`config.mk`:
```
export PLATFORM = sky130hd
export DESIGN_NAME = write_enable_sweep
export DESIGN_NICKNAME = d
export VERILOG_FILES = /design/src/rtl/write_enable_sweep.sv
export SDC_FILE = /design/constraint.sdc
export NUM_CORES = 1
export LEC_CHECK = 0
export BUFFER_PORTS_ARGS = -buffer_cell sky130_fd_sc_hd__buf_2
export CORE_ASPECT_RATIO = 0.8
export CORE_MARGIN = 3
export CORE_UTILIZATION = 50
export CTS_BUF_LIST = sky130_fd_sc_hd__clkbuf_8
export CTS_CLUSTER_SIZE = 28
export DETAILED_ROUTE_END_ITERATION = 16
export PLACE_DENSITY = 0.74
export RECOVER_POWER = 25
export SETUP_SLACK_MARGIN = 0.02
export SLEW_MARGIN = 5
export SYNTH_ARGS = -nofsm -noshare
export SYNTH_HDL_FRONTEND = slang
export SYNTH_SLANG_ARGS = --single-unit
```
`constraint.sdc`:
```
create_clock -name clk -period 3.3 [get_ports clk]
set_input_delay 0.99 -clock clk [delete_from_list [all_inputs] [get_ports clk]]
set_output_delay 0.99 -clock clk [all_outputs]
set_load 0.05 [all_outputs]
```
`src/rtl/write_enable_sweep.sv`:
```
// ---------------------------------------------------------------------------
// write_enable_sweep
//
// Write-enable sequencer for BRAM capture and averaging buffers. After a
// restart request the block arms, waits for the free-running acquisition
// address counter to reach its last address, and then drives a gap-free
// write enable for one or more full-depth sweeps. Each sweep produces a
// write address (count), a one-cycle init marker a fixed number of cycles
// before the sweep ends, and a 0-based sweep index. In single-shot mode the
// block stops after N sweeps and pulses done; in continuous mode it keeps
// sweeping until the next restart.
//
// Ports
//   clk          in   1            rising-edge clock
//   aresetn      in   1            asynchronous active-low reset
//   restart      in   1            arm request (level, normally a pulse)
//   continuous   in   1            mode, sampled with restart
//   n_sweeps     in   SWEEP_WIDTH  sweeps per acquisition (0 acts as 1)
//   address      in   BRAM_WIDTH   free-running address used for alignment
//   wen          out  1            BRAM write enable
//   count        out  BRAM_WIDTH   write address inside the current sweep
//   init         out  1            one-cycle marker at count == LAST-INIT_LEAD
//   sweep_idx    out  SWEEP_WIDTH  current sweep number, 0-based
//   first_sweep  out  1            wen high during sweep 0
//   busy         out  1            armed or writing
//   done         out  1            one-cycle pulse after final single sweep
// ---------------------------------------------------------------------------
module write_enable_sweep #(
  parameter int unsigned BRAM_WIDTH  = 13,
  parameter int unsigned SWEEP_WIDTH = 16,
  parameter int unsigned INIT_LEAD   = 1
) (
  input  logic                   clk,
  input  logic                   aresetn,
  input  logic                   restart,
  input  logic                   continuous,
  input  logic [SWEEP_WIDTH-1:0] n_sweeps,
  input  logic [BRAM_WIDTH-1:0]  address,
  output logic                   wen,
  output logic [BRAM_WIDTH-1:0]  count,
  output logic                   init,
  output logic [SWEEP_WIDTH-1:0] sweep_idx,
  output logic                   first_sweep,
  output logic                   busy,
  output logic                   done
);

  localparam int unsigned           LAST_I       = (1 << BRAM_WIDTH) - 1;
  localparam logic [BRAM_WIDTH-1:0] LAST         = LAST_I[BRAM_WIDTH-1:0];
  localparam logic [BRAM_WIDTH-1:0] INIT_AT      = BRAM_WIDTH'(LAST_I - INIT_LEAD);
  // When the marker sits on count 0 it must be raised on the edge that
  // starts a sweep rather than on an ordinary increment.
  localparam logic                  INIT_AT_ZERO = (INIT_AT == '0);

  typedef enum logic [1:0] {
    IDLE  = 2'd0,
    ARM   = 2'd1,
    WRITE = 2'd2
  } state_t;

  state_t                 state;
  logic                   hit;       // address was LAST on the previous ARM edge
  logic                   cont_q;    // latched continuous mode
  logic [SWEEP_WIDTH-1:0] n_last;    // latched N-1, index of the final sweep
  logic [BRAM_WIDTH-1:0]  count_inc;

  assign count_inc = count + 1'b1;

  // NOTE: the async reset clears every register here, including the latched
  // mode and sweep count, so a reset mid-sweep drops all outputs at once and
  // can never leave a stale configuration behind for the next restart.
  always_ff @(posedge clk or negedge aresetn) begin
    if (!aresetn) begin
      state       <= IDLE;
      hit         <= 1'b0;
      cont_q      <= 1'b0;
      n_last      <= '0;
      count       <= '0;
      sweep_idx   <= '0;
      wen         <= 1'b0;
      init        <= 1'b0;
      first_sweep <= 1'b0;
      busy        <= 1'b0;
      done        <= 1'b0;
    end else begin
      // NOTE: non-blocking assignments throughout; later branches read the
      // pre-edge values of count/sweep_idx, which is what the sweep
      // arithmetic below relies on.
      done <= 1'b0;

      if (restart) begin
        // Restart wins over every other transition, including the final
        // count == LAST of a single-shot run, so no done is produced.
        state       <= ARM;
        hit         <= 1'b0;
        cont_q      <= continuous;
        n_last      <= (n_sweeps == '0) ? '0 : n_sweeps - 1'b1;
        wen         <= 1'b0;
        init        <= 1'b0;
        first_sweep <= 1'b0;
        busy        <= 1'b1;
      end else begin
        case (state)
          IDLE: begin
            // Hold count and sweep_idx from the last acquisition.
          end

          ARM: begin
            // The one-cycle hit register gives a two-cycle latency from
            // address == LAST to the first write, which lines count 0 up
            // with the address counter's wrap to 0 one cycle later.
            hit <= (address == LAST);
            if (hit) begin
              state       <= WRITE;
              count       <= '0;
              sweep_idx   <= '0;
              wen         <= 1'b1;
              first_sweep <= 1'b1;
              init        <= INIT_AT_ZERO;
            end
          end

          WRITE: begin
            if (count != LAST) begin
              count <= count_inc;
              init  <= (count_inc == INIT_AT);
            end else if (sweep_idx < n_last) begin
              count       <= '0;
              sweep_idx   <= sweep_idx + 1'b1;
              first_sweep <= 1'b0;
              init        <= INIT_AT_ZERO;
            end else if (cont_q) begin
              count       <= '0;
              sweep_idx   <= '0;
              first_sweep <= 1'b1;
              init        <= INIT_AT_ZERO;
            end else begin
              // Final single-shot sweep: count and sweep_idx keep their
              // last values until the next restart.
              state       <= IDLE;
              wen         <= 1'b0;
              init        <= 1'b0;
              first_sweep <= 1'b0;
              busy        <= 1'b0;
              done        <= 1'b1;
            end
          end

          default: begin
            state       <= IDLE;
            wen         <= 1'b0;
            init        <= 1'b0;
            first_sweep <= 1'b0;
            busy        <= 1'b0;
          end
        endcase
      end
    end
  end

endmodule

```
==> results.py <==
metrics = {
    "cts": {
        "cts_buffers": 5,
        "ctsLongestPathBuffers": 2,
        "cts.sinks": 53,
        "cts_tree": "done",
        "postCtsSetupRepairBufs": 0,
        "cts_hold_buf": 0,
        "cts_resized": 0,
        "worst_skew_pair.late_latency_ps": 310,
        "h-tree-depth": 2,
        "cts_root_buffer": "clkbuf_8",
        "clk_pin_slew_worst_paths_ps": 100,
    },
    "timing": {
        "clock_skew_ps": 4.560,
        "slew_viol_final": 0,
        "fin_tns_setup_ps": 0,
        "hold_violations": 0,
        "max_freq_mhz": 359.0,
        "grt_setup_unrepaired": "false",
        "tightest_slew_ps": 1442,
        "slew_headroom": 0.03884,
        "fin_crit_ps": 2785,
        "setup_violations": 0,
        "fin_crit_sh": 0.8441,
        "finalWorstSetupSlack_ps": 514.6,
    },
    "grt": {
        "grtUsageMet3": 0.04167,
        "grt_max_degree": 28,
        "grt_busiest_layer": "met2",
        "overflow": 0,
        "met1_usage": 0.3495,
        "grt_pass1_wl_um": 14980,
        "grt_pass1_vias": 3056,
        "track_usage": 0.2368,
        "use_met2": 0.3566,
        "antenna_found_initial": 0,
    },
    "drt": {
        "routed_via_density": 6.009,
        "drc": 0,
        "drt_iter0_drc": 189,
        "ant_nets": 0,
        "wirelength_um": 9060,
        "routedWlPerCell_um": 16.38,
        "drt_first_pass_iters": 4,
        "dr_total_vias": 3323,
    },
    "cells_and_area": {
        "utilization": 0.6139,
        "top_regs": "n_last x16, sweep_idx x16, count x13",
        "final_cell_mix": "buf_2 (65), dfrtp_1 (53), nand2_1 (36)",
        "final_area_mm2": 0.004034,
        "nNetsFinal": 523,
        "area_growth_pct": 15.80,
        "seq_area_mm2": 0.001326,
        "fillers": 595,
        "final_common_cell": "buf_2",
        "drive_above_1_share": 0.1855,
        "multi_input_area_mm2": 0.001984,
        "antenna_cells": 0,
    },
    "floorplanning": {
        "ios": 67,
        "dieArea_mm2": 0.008011,
        "die_x_um": 99.32,
        "coreArea_mm2": 0.006571,
        "fp.dieH_um": 80.66,
        "num_rows": 26,
        "start_util": 0.5301,
    },
    "logic_synthesis": {
        "netlist_instances": 402,
        "synthTopCellsByArea": "dfrtp_1 (38%), ha_1 (7.9%), nand2_1 (3.9%)",
        "synthesis.area_mm2": 0.003483,
        "ys_seq_elements": 53,
        "synth_top_area_cell": "dfrtp_1",
        "synth_top_area_share": 0.3807,
        "avgSynthCellArea_um2": 8.665,
        "synth_nets": 457,
        "yosysWarningCount": 0,
        "yosysSeqAreaShare": 0.3807,
        "synth_edf_count": 0,
        "async_flop_share": 1.000,
        "synth_flop_cell": "dfrtp_1",
        "synth.distinct_cells": 51,
    },
    "setup_path": {
        "slowest_stage": "dfrtp_1",
        "path_cells": "ha_1, nand3_2, nor4_4, nand2b_1, nand2_1, a31o_1, a221o_1",
        "cp-start-kind": "register",
        "ff2ff_setup_slack_ps": 510,
        "crit_buf_inv": 0,
        "cp.required_ps": 3500,
        "cp_slowest_stage_delay_ps": 460,
        "end_kind": "register",
        "crit_family": "simple AND/OR/NAND/NOR gates",
        "critical_path_class": "reg -> reg",
        "path_max_fanout": 12,
        "cp_num_cells": 7,
        "worstPathArrival_ps": 2990,
        "rr_worst_depth": 7,
    },
    "power": {
        "clkPwrFrac": 0.290,
        "p_comb_frac": 0.294,
        "peakVddDrop_v": 0.0002651,
        "p_per_area_mw_per_mm2": 450.7,
        "internal_power_w": 0.001172,
        "p_sw_w": 0.0006463,
        "p_leak_nw": 1.953,
        "swShare": 0.3555,
        "p_total_w": 0.001818,
        "seq_power_share": 0.416,
    },
    "worst_hold_path": {
        "min_path_type": "reg -> reg",
        "min_path_cells": 1,
    },
    "placed_design": {
        "place_ws_ps": 336.1,
        "portBuffers": 66,
        "dpl_cell_area_mm2": 0.003916,
        "place_hpwl_um": 6861,
        "gp_congestion": 0.9134,
    },
    "run": {
        "maxCapViolCount": 0,
    },
    "outcome": {
        "status": "completed",
    },
}
==> cells by family (layout without fill, tap and decap cells) <==
family / count (synthesis) / after routing / share of synthesized area
AO/OA/AOI/OAI: 100 / 100 / 0.1972
XOR/XNOR: 12 / 12 / 0.03017
adder cells (fa/ha/maj): 22 / 22 / 0.07902
buffers and inverters: 43 / 110 / 0.04957
flip-flops: 53 / 53 / 0.3807
multiplexers: 3 / 3 / 0.008980
AND/OR/NAND/NOR: 169 / 169 / 0.2543
==> metal layers <==
layer | wire [µm] | up-vias
met2 | 3978 | 112
met1 | 4355 | 1582
met5 | 0 | -
met3 | 627 | 10
li1 | - | 1619
met4 | 99 | 0
==> power groups by stage <==
| stage | clock network [W] | logic, W | registers [W] |
|---|---|---|---|
| after global placement | 0 | 0.000520 | 0.000767 |
| after detailed placement | 0 | 0.000534 | 0.000768 |
| final | 0.000528 | 0.000534 | 0.000756 |
| after floorplan | 0 | 0.000275 | 0.000865 |
| after CTS | 0.000535 | 0.000535 | 0.000755 |
| after global routing | 0.000553 | 0.000591 | 0.000767 |
==> area by class of cell <==
class | instances | share of cell area
Clock buffer | 5 | 0.01706
Sequential cell | 53 | 0.3288
Timing Repair Buffer | 72 | 0.09212
Inverter | 30 | 0.02792
Tap cell | 84 | 0.02605
Clock inverter | 3 | 0.01613
Multi-Input combinational cell | 306 | 0.4919
==> cells in the mapped netlist, types with 2 or more instances <==
library cell	number
xnor2_1	10
nand4_1	12
mux2i_1	2
o311ai_0	6
buf_2	3
and3_1	16
ha_1	22
or3_1	4
dfrtp_1	53
inv_1	30
o211ai_1	6
nor3_1	10
nand2b_1	7
nor4_1	4
nor3b_1	3
nor2_1	34
a21o_1	4
nand3_1	21
o41ai_1	2
o22ai_1	13
xor2_1	2
o21ai_0	20
o2bb2ai_1	2
or4_1	7
buf_1	2
nor2b_1	2
nand3b_1	4
nand2_1	36
clkbuf_1	7
a31oi_1	8
and2_1	3
a21oi_1	18
a31o_2	2
a221o_1	10
==> final timing paths <==
check / end / startpoint
min reg2reg: init / init
max in group asynchronous: count[11] / aresetn
min in group asynchronous: sweep_idx[10] / aresetn
max reg2reg: sweep_idx[5] / count[0]
min: init / init
max: sweep_idx[5] / count[0]
==> through the flow <==
| step | hold WS, ps | std cells |
|---|---|---|
| 3_3_place_gp | 474.4 | 545 |
| 3_5_place_dp | 490.9 | 545 |
| 2_1_floorplan | 457.2 | 402 |
| 6_report | 509.0 | 553 |
| 5_1_grt | 537.7 | 553 |
| 4_1_cts | 513.6 | 553 |
Note: power is estimated with default switching activity, not from simulation.
